File: src/rtl/reg_writeback_queue_if.sv
// Bundle of the write-queue producer, register-file write port and forwarding lookup signals.
// master: the queue itself; slave: producers, pipeline grant logic and decode.
interface reg_writeback_queue_if #(
    parameter int unsigned PTR_W = 2
);
    logic             InValid;
    logic             InReady;
    logic [4:0]       InReg;
    logic [31:0]      InData;
    logic             WbGrant;
    logic             RegWrite;
    logic [4:0]       WriteReg;
    logic [31:0]      WriteData;
    logic [PTR_W:0]   Count;
    logic [4:0]       LookupReg1;
    logic [4:0]       LookupReg2;
    logic             Hit1;
    logic             Hit2;
    logic [31:0]      HitData1;
    logic [31:0]      HitData2;

    modport master (
        input  InValid, InReg, InData, WbGrant, LookupReg1, LookupReg2,
        output InReady, RegWrite, WriteReg, WriteData, Count,
               Hit1, Hit2, HitData1, HitData2
    );

    modport slave (
        output InValid, InReg, InData, WbGrant, LookupReg1, LookupReg2,
        input  InReady, RegWrite, WriteReg, WriteData, Count,
               Hit1, Hit2, HitData1, HitData2
    );
endinterface

File: src/rtl/reg_writeback_queue.sv
// Circular write-back queue feeding the shared register-file write port in FIFO order.
// Define WBQ_FORWARD_EN to build the decode forwarding search over queued entries.
module reg_writeback_queue #(
    parameter int unsigned DEPTH = 4,
    parameter int unsigned PTR_W = 2
) (
    input  logic                  CLK,
    input  logic                  Reset,
    reg_writeback_queue_if.master bus
);
    localparam int unsigned CNT_W = PTR_W + 1;

    typedef logic [PTR_W-1:0] ptr_t;
    typedef logic [CNT_W-1:0] cnt_t;

    logic [4:0]  reg_q  [DEPTH];
    logic [4:0]  reg_d  [DEPTH];
    logic [31:0] data_q [DEPTH];
    logic [31:0] data_d [DEPTH];
    ptr_t        head_q, head_d;
    ptr_t        tail_q, tail_d;
    cnt_t        count_q, count_d;
    logic        not_empty;
    logic        in_ready;
    logic        push;
    logic        pop;

    // Next-state for storage, pointers and occupancy; $zero writes are consumed without storing.
    always_comb begin
        not_empty = (count_q != '0);
        in_ready  = (count_q != cnt_t'(DEPTH));
        push      = bus.InValid & in_ready & (bus.InReg != 5'd0);
        pop       = not_empty & bus.WbGrant;
        reg_d     = reg_q;
        data_d    = data_q;
        head_d    = head_q;
        tail_d    = tail_q;
        count_d   = count_q;
        if (push) begin
            reg_d[tail_q]  = bus.InReg;
            data_d[tail_q] = bus.InData;
            tail_d         = tail_q + ptr_t'(1);
        end
        if (pop) begin
            head_d = head_q + ptr_t'(1);
        end
        case ({push, pop})
            2'b10:   count_d = count_q + cnt_t'(1);
            2'b01:   count_d = count_q - cnt_t'(1);
            default: count_d = count_q;
        endcase
    end

    always_ff @(posedge CLK) begin
        if (Reset) begin
            head_q  <= '0;
            tail_q  <= '0;
            count_q <= '0;
            for (int unsigned i = 0; i < DEPTH; i++) begin
                reg_q[i]  <= '0;
                data_q[i] <= '0;
            end
        end else begin
            head_q  <= head_d;
            tail_q  <= tail_d;
            count_q <= count_d;
            reg_q   <= reg_d;
            data_q  <= data_d;
        end
    end

    assign bus.InReady   = in_ready;
    assign bus.RegWrite  = pop;
    assign bus.WriteReg  = not_empty ? reg_q[head_q]  : 5'd0;
    assign bus.WriteData = not_empty ? data_q[head_q] : 32'd0;
    assign bus.Count     = count_q;

`ifdef WBQ_FORWARD_EN
    logic        hit1, hit2;
    logic [31:0] hit_data1, hit_data2;
    ptr_t        idx;

    // Walk oldest to youngest so the last match found is the one closest to the tail.
    always_comb begin
        hit1      = 1'b0;
        hit2      = 1'b0;
        hit_data1 = '0;
        hit_data2 = '0;
        idx       = '0;
        for (int unsigned i = 0; i < DEPTH; i++) begin
            idx = head_q + ptr_t'(i);
            if (cnt_t'(i) < count_q) begin
                if ((bus.LookupReg1 != 5'd0) && (reg_q[idx] == bus.LookupReg1)) begin
                    hit1      = 1'b1;
                    hit_data1 = data_q[idx];
                end
                if ((bus.LookupReg2 != 5'd0) && (reg_q[idx] == bus.LookupReg2)) begin
                    hit2      = 1'b1;
                    hit_data2 = data_q[idx];
                end
            end
        end
    end

    assign bus.Hit1     = hit1;
    assign bus.Hit2     = hit2;
    assign bus.HitData1 = hit_data1;
    assign bus.HitData2 = hit_data2;
`else
    logic unused_lookup;

    assign unused_lookup = ^{bus.LookupReg1, bus.LookupReg2};
    assign bus.Hit1      = 1'b0;
    assign bus.Hit2      = 1'b0;
    assign bus.HitData1  = '0;
    assign bus.HitData2  = '0;
`endif
endmodule

File: src/flat_wrapper.sv
// flat-port wrapper written by rule: the top's interface ports become plain ports
module reg_writeback_queue_flat 
#(
    parameter int unsigned DEPTH = 4,
    parameter int unsigned PTR_W = 2
)
  (CLK, Reset, bus_InValid, bus_InReg, bus_InData, bus_WbGrant, bus_LookupReg1, bus_LookupReg2, bus_InReady, bus_RegWrite, bus_WriteReg, bus_WriteData, bus_Count, bus_Hit1, bus_Hit2, bus_HitData1, bus_HitData2);
  reg_writeback_queue_if #(.PTR_W(PTR_W)) bus_i ();
  input  logic CLK;
  input  logic Reset;
  input wire logic [$bits(bus_i.InValid)-1:0] bus_InValid;
  input wire logic [$bits(bus_i.InReg)-1:0] bus_InReg;
  input wire logic [$bits(bus_i.InData)-1:0] bus_InData;
  input wire logic [$bits(bus_i.WbGrant)-1:0] bus_WbGrant;
  input wire logic [$bits(bus_i.LookupReg1)-1:0] bus_LookupReg1;
  input wire logic [$bits(bus_i.LookupReg2)-1:0] bus_LookupReg2;
  output wire logic [$bits(bus_i.InReady)-1:0] bus_InReady;
  output wire logic [$bits(bus_i.RegWrite)-1:0] bus_RegWrite;
  output wire logic [$bits(bus_i.WriteReg)-1:0] bus_WriteReg;
  output wire logic [$bits(bus_i.WriteData)-1:0] bus_WriteData;
  output wire logic [$bits(bus_i.Count)-1:0] bus_Count;
  output wire logic [$bits(bus_i.Hit1)-1:0] bus_Hit1;
  output wire logic [$bits(bus_i.Hit2)-1:0] bus_Hit2;
  output wire logic [$bits(bus_i.HitData1)-1:0] bus_HitData1;
  output wire logic [$bits(bus_i.HitData2)-1:0] bus_HitData2;
  assign bus_i.InValid = bus_InValid;
  assign bus_i.InReg = bus_InReg;
  assign bus_i.InData = bus_InData;
  assign bus_i.WbGrant = bus_WbGrant;
  assign bus_i.LookupReg1 = bus_LookupReg1;
  assign bus_i.LookupReg2 = bus_LookupReg2;
  assign bus_InReady = bus_i.InReady;
  assign bus_RegWrite = bus_i.RegWrite;
  assign bus_WriteReg = bus_i.WriteReg;
  assign bus_WriteData = bus_i.WriteData;
  assign bus_Count = bus_i.Count;
  assign bus_Hit1 = bus_i.Hit1;
  assign bus_Hit2 = bus_i.Hit2;
  assign bus_HitData1 = bus_i.HitData1;
  assign bus_HitData2 = bus_i.HitData2;
  reg_writeback_queue #(.DEPTH(DEPTH), .PTR_W(PTR_W)) u_core (.CLK(CLK), .Reset(Reset), .bus(bus_i));
endmodule
File: config.mk
export PLATFORM = sky130hd
export DESIGN_NAME = reg_writeback_queue_flat
export DESIGN_NICKNAME = d
export VERILOG_FILES = /design/src/rtl/reg_writeback_queue_if.sv /design/src/rtl/reg_writeback_queue.sv /design/src/flat_wrapper.sv
export SDC_FILE = /design/constraint.sdc
export NUM_CORES = 1
export LEC_CHECK = 0
export BUFFER_PORTS_ARGS = -buffer_cell sky130_fd_sc_hd__buf_2
export CAP_MARGIN = 5
export CORE_ASPECT_RATIO = 1.4
export CORE_UTILIZATION = 30
export CTS_CLUSTER_DIAMETER = 50
export CTS_CLUSTER_SIZE = 24
export DETAILED_ROUTE_END_ITERATION = 8
export PLACE_DENSITY = 0.61
export SETUP_SLACK_MARGIN = 0.4
export SYNTH_ARGS = -nofsm -noshare
export SYNTH_HDL_FRONTEND = slang
export SYNTH_SLANG_ARGS = --single-unit
File: constraint.sdc
create_clock -name CLK -period 5.8 [get_ports CLK]
set_input_delay 0.87 -clock CLK [delete_from_list [all_inputs] [get_ports CLK]]
set_output_delay 0.87 -clock CLK [all_outputs]
set_load 0.03 [all_outputs]
Word level (Yosys, flattened, before mapping) --
Index checks and enable logic that the tools add are counted. Widths: inputs -> output; s select.
Cells by class: add/sub/neg operators 4, multiply operators 0, divide/modulo/power cells 0, $lt $le $gt $ge 3, equality and inequality tests 3, shift operators 0, muxes and demuxes 15, bitwise logic cells 5, reductions and logical operators 4
Operators with widths (count):
- $bwmux 128 | 1
- $mux 32 | 4
- $bmux 32 s2 | 1
- $demux 32 s2 | 1
- $bwmux 20 | 1
- $mux 5 | 4
- $bmux 5 s2 | 1
- $demux 5 s2 | 1
- $ge 3x3->1 const B | 2
- $not 2->3 | 2
- $pmux 3 s2 | 1
- $reduce_bool 5->1 | 1
- $add 2x1->2 const B | 2
- $add 3x1->3 const B | 1
- $and 1x1->1 | 3
- $lt 3x1->1 const B | 1
- $ne 3x3->1 const B | 1
- $reduce_bool 3->1 | 1
- $sub 3x1->3 const B | 1
- $eq 2x1->1 const B | 1
- $eq 2x2->1 const B | 1
- $reduce_bool 2->1 | 1
- $logic_and 1x1->1 | 1
Storage, ports and cells: register bits after elaboration 155, latch bits 0, RAM bits 0, bits in read-only memories 0, input bits 51, output and inout bits 108, word-level logic and storage cells 45, memories 0

Depth between registers and ports, before layout --
depth in word-level cells 6, mapped depth 10, gate-level depth less buffers 9

Worst setup path after synthesis --
OpenSTA, ideal clock, no wires.
path type input to register, start in bus_InReg[0], end reg u_core.count_q[2] (netlist: u_core.bus.Count[2]), setup time 70 ps, data arrival time 2965 ps, setup slack 2765 ps, stages 10, buffers on the path 1, cells stage by stage or4_4 > buf_6 > o211a_1 > inv_1 > ha_1 > inv_1 > fa_1 > xor2_1 > or3_1 > a21oi_1
On the way: word-level cells in the longest chain between the ends 4
RTL lines:
- start, declared | line flat_wrapper.sv:12 | input wire logic [$bits(bus_i.InReg)-1:0] bus_InReg;
- $reduce_bool 5->1 * | line reg_writeback_queue.sv:32 | push = bus.InValid & in_ready & (bus.InReg != 5'd0);
- $and 1x1->1 * | line reg_writeback_queue.sv:32
- $eq 2x1->1 / $eq 2x2->1 (equally long branches) | line reg_writeback_queue.sv:47 | case ({push, pop})
- $pmux 3 s2 / $reduce_bool 2->1 (equally long branches)
- end signal, assigned | line reg_writeback_queue.sv:66 | count_q <= count_d;
- end, declared | line reg_writeback_queue.sv:22 | cnt_t count_q, count_d;
Every way passes the cells marked *; elsewhere a longest branch is shown, timed or not. A chain may end at the register's enable or synchronous reset.

Final worst setup path --
start reg u_core.head_q[0], end out bus_WriteReg[4]
On the way: word-level cells in the longest chain between the ends 5
RTL lines:
- start, declared | line reg_writeback_queue.sv:20 | ptr_t head_q, head_d;
- start signal, assigned | line reg_writeback_queue.sv:56 | head_q <= '0;
- start signal, assigned | line reg_writeback_queue.sv:64 | head_q <= head_d;
- $not 2->3 (not written as such) | line reg_writeback_queue.sv:74 | assign bus.WriteReg = not_empty ? reg_q[head_q] : 5'd0;
- $bmux 5 s2 | line reg_writeback_queue.sv:74
- $mux 5 (not written as such) (2 in series) | line reg_writeback_queue.sv:74
- $mux 5 | line reg_writeback_queue.sv:74
- end, declared | line flat_wrapper.sv:19 | output wire logic [$bits(bus_i.WriteReg)-1:0] bus_WriteReg;
Every way passes these cells. The select of a mux whose other input is x is not followed.

==> flow_summary.toml <==
[worst_setup_path]
worstSetupEndpointType = "primary output"
arrival_ps = 2340
worstReg2RegStart = "u_core.bus.Count[2]"
rrSetupSlack_ps = 3120
required_ps = 4930
rr_worst_depth = 9
critPathKind = "reg2out"
start_kind = "flop"
critPathTopFamily = "flip-flops"
path_cells = "mux4_2 > nor2b_1 > buf_2"
regToRegEndpoint = "u_core.bus.Count[2]"
crit_buf_inv = 1
crit_path_top_delay_cell = "dfxtp_4"
critical_path.max_fanout = 39
critPathMaxStageDelay_ps = 930

[synth]
synth_fa_ha_area_frac = 0.0103
synth_top_family_by_area = "multiplexers"
synth_compound_area_frac = 0.0175
syn_inst = 726
synth_edf_count = 0
synth_commonest_cells = "nand2b_1 (186), dfxtp_1 (155), mux2i_1 (149)"
synth_seq_cells = 155
yosysUniqueCellTypes = 33
synthTopCellsByArea = "dfxtp_1 (39%), mux2i_1 (19%), nand2b_1 (15%), mux4_2 (10%), buf_4 (6.3%)"
yosysWarnings = 0
avgSynthCellArea_um2 = 11.0
ys.flop_type = "dfxtp_1"
synth_seq_area_share = 0.387
synth-async-reset-ratio = 0
synth_top_area_frac = 0.387
yosys.area_share.simple = 0.182
yosysTopAreaCell = "dfxtp_1"
syn-cell-area_um2 = 8020
muxShareOfSynthArea = 0.291
synth_xor_area_frac = 0.00437
post-synth-top-count-cell = "nand2b_1"

[finish]
fin_nets = 838
fill_cells = 2624
diodes = 0
area.growth.synth_to_final_pct = 11.9
multi_input_area_um2 = 4340
seqCellArea_um2 = 3110
layout-drive-gt1-share = 0.210

[floorplanning]
rows = 70
start_util = 0.306
die_x_um = 140
num_io_pins = 159
core-area_um2 = 26200
fp.dieH_um = 195
die_area_um2 = 27400

[timing]
finalCritPeriodShare = 0.554
setup_viol = 0
finClkSkew_ps = 7.65
fmax_mhz = 311
slew_violations = 0
tns_ps = 0
relSlewSlack = 0.359
hold_violations = 0
tightestPinTransition_ps = 962
rsz0062_at_grt = "no"
period_needed_ps = 3210
fin_ws_ps = 2590

[hold_path]
whs_endpoint = "u_core.data_q[55]"
whs_path_depth = 2
hold_path.class = "reg2reg"
worstHoldStart = "u_core.data_q[55]"

[run_status]
status = "finished clean"

[clock_tree]
ctsResizeCount = 0
clkLatencyLatePin_ps = 430
cts.path.max_buffers = 2
cts_made_buffers = 17
clock-sinks = 155
cts-hold-fix-buffers = 0
cts_tree = "yes"
cts.htree.levels = 4
root_buffer = "clkbuf_16"
cts_setup_buffers = 0
clk_pin_slew_ps = 60

[power_and_ir_drop]
power_mw = 3.36
power.density_nw_per_um2 = 375
vdd_drop_max_v = 0.000219
leakage_nw = 3.95

[global_routing]
gr-total-overflow = 0
grt_pass1_vias = 5006
grt_pass1_wl_um = 27100
antenna_found_initial = 0
track_usage = 0.128
grt_max_degree = 101

[route]
first_pass_iters = 4
ant_nets = 0
vias_per_cell = 4.42
routed_wl_um = 16700
drc = 0
drtIter0Drc = 202
routedWlPerCell_um = 14.9
vias = 4944

[placed_design]
io_buffers = 82
dp_hpwl_um = 10100
pre_cts_ws_ps = 2470
gp_congestion = 0.727

[run]
drv_cap = 0
[layout make-up]
cell class                      instances  area share
Multi-Input combinational cell        511       0.483
Sequential cell                       155       0.346
Timing Repair Buffer                   89      0.0519
Clock buffer                           20      0.0498
Tap cell                              324      0.0452
Clock inverter                         12      0.0208
Inverter                                7     0.00293
[cell usage in the layout, fill, tap and decap left out, types with 2 or more instances in the layout]
cell type and count:
nand2b_1 186, dfxtp_1 153, mux2i_1 149, buf_2 81
conb_1 66, mux4_2 37, nor2b_1 37, clkbuf_16 17
buf_4 8, inv_1 7, nor2_1 7, ha_1 5
xor2_1 4, bufinv_16 4, o2111ai_4 3, clkinvlp_4 3
inv_6 3, o2111a_1 2, a21oi_1 2, clkinv_4 2
clkbuf_1 2
[report_power, final]
group	leakage, nW	switching (mW)	internal, mW
registers	1.26	0.137	1.16
logic	2.40	0.506	0.355
clock network	0.298	0.469	0.738
[worst max-delay path by stage]
| stage | endpoint | slack, ps | start | cells after the start |
|---|---|---|---|---|
| 2_1_floorplan | u_core.bus.Count[2] | 2770 | bus_InReg[0] | 10 |
| 3_3_place_gp | u_core.data_q[125] | 2480 | bus_InReg[0] | 5 |
| 3_5_place_dp | u_core.data_q[125] | 2470 | bus_InReg[0] | 5 |
| 4_1_cts | bus_WriteData[24] | 2500 | u_core.head_q[0] | 3 |
| 5_1_grt | bus_WriteReg[4] | 2410 | u_core.head_q[0] | 3 |
| 6_report | bus_WriteReg[4] | 2590 | u_core.head_q[0] | 3 |
[cells by family (layout without fill, tap and decap cells)]
family / Yosys count / after routing
simple gates: 235 / 235
compound gates: 13 / 13
buf+inv: 125 / 128
xor+xnor: 4 / 4
other cells: 1 / 66
flops: 155 / 155
fa+ha+maj: 6 / 6
mux: 187 / 187
[flip-flops by register name, indices dropped and copies added (netlist names)]
signal and cells:
u_core.data_q 128, u_core.reg_q 20, u_core.bus.Count 3, u_core.head_q 2, u_core.tail_q 2
[stage by stage]
step                area, um2  utilization  std cells  hold slack [ps]
finish                   8970        0.343       1118              470
global placement         8340        0.319       1086              455
CTS                      8970        0.343       1118              472
global route             8970        0.343       1118              491
floorplan                8270            -        791              445
detailed placement       8340        0.319       1086              460
[layer usage]
layer | vias to the layer above | global-route usage | routed length (um)
li1 | 2429 | - | -
met1 | 2374 | 0.151 | 7400
met2 | 129 | 0.229 | 8490
met3 | 12 | 0.0280 | 552
met4 | 0 | 0.0415 | 223
met5 | - | 0 | 0
[worst reg2reg max path, cell delays in order (launching register included)]
cell and delay (ps):
dfxtp_1 430, or3b_2 640, o211a_1 240, inv_1 70, ha_1 180, inv_1 60
fa_1 380, xor2_1 160, or3_1 300, a21oi_1 140
(Power assumes the default switching activity.)
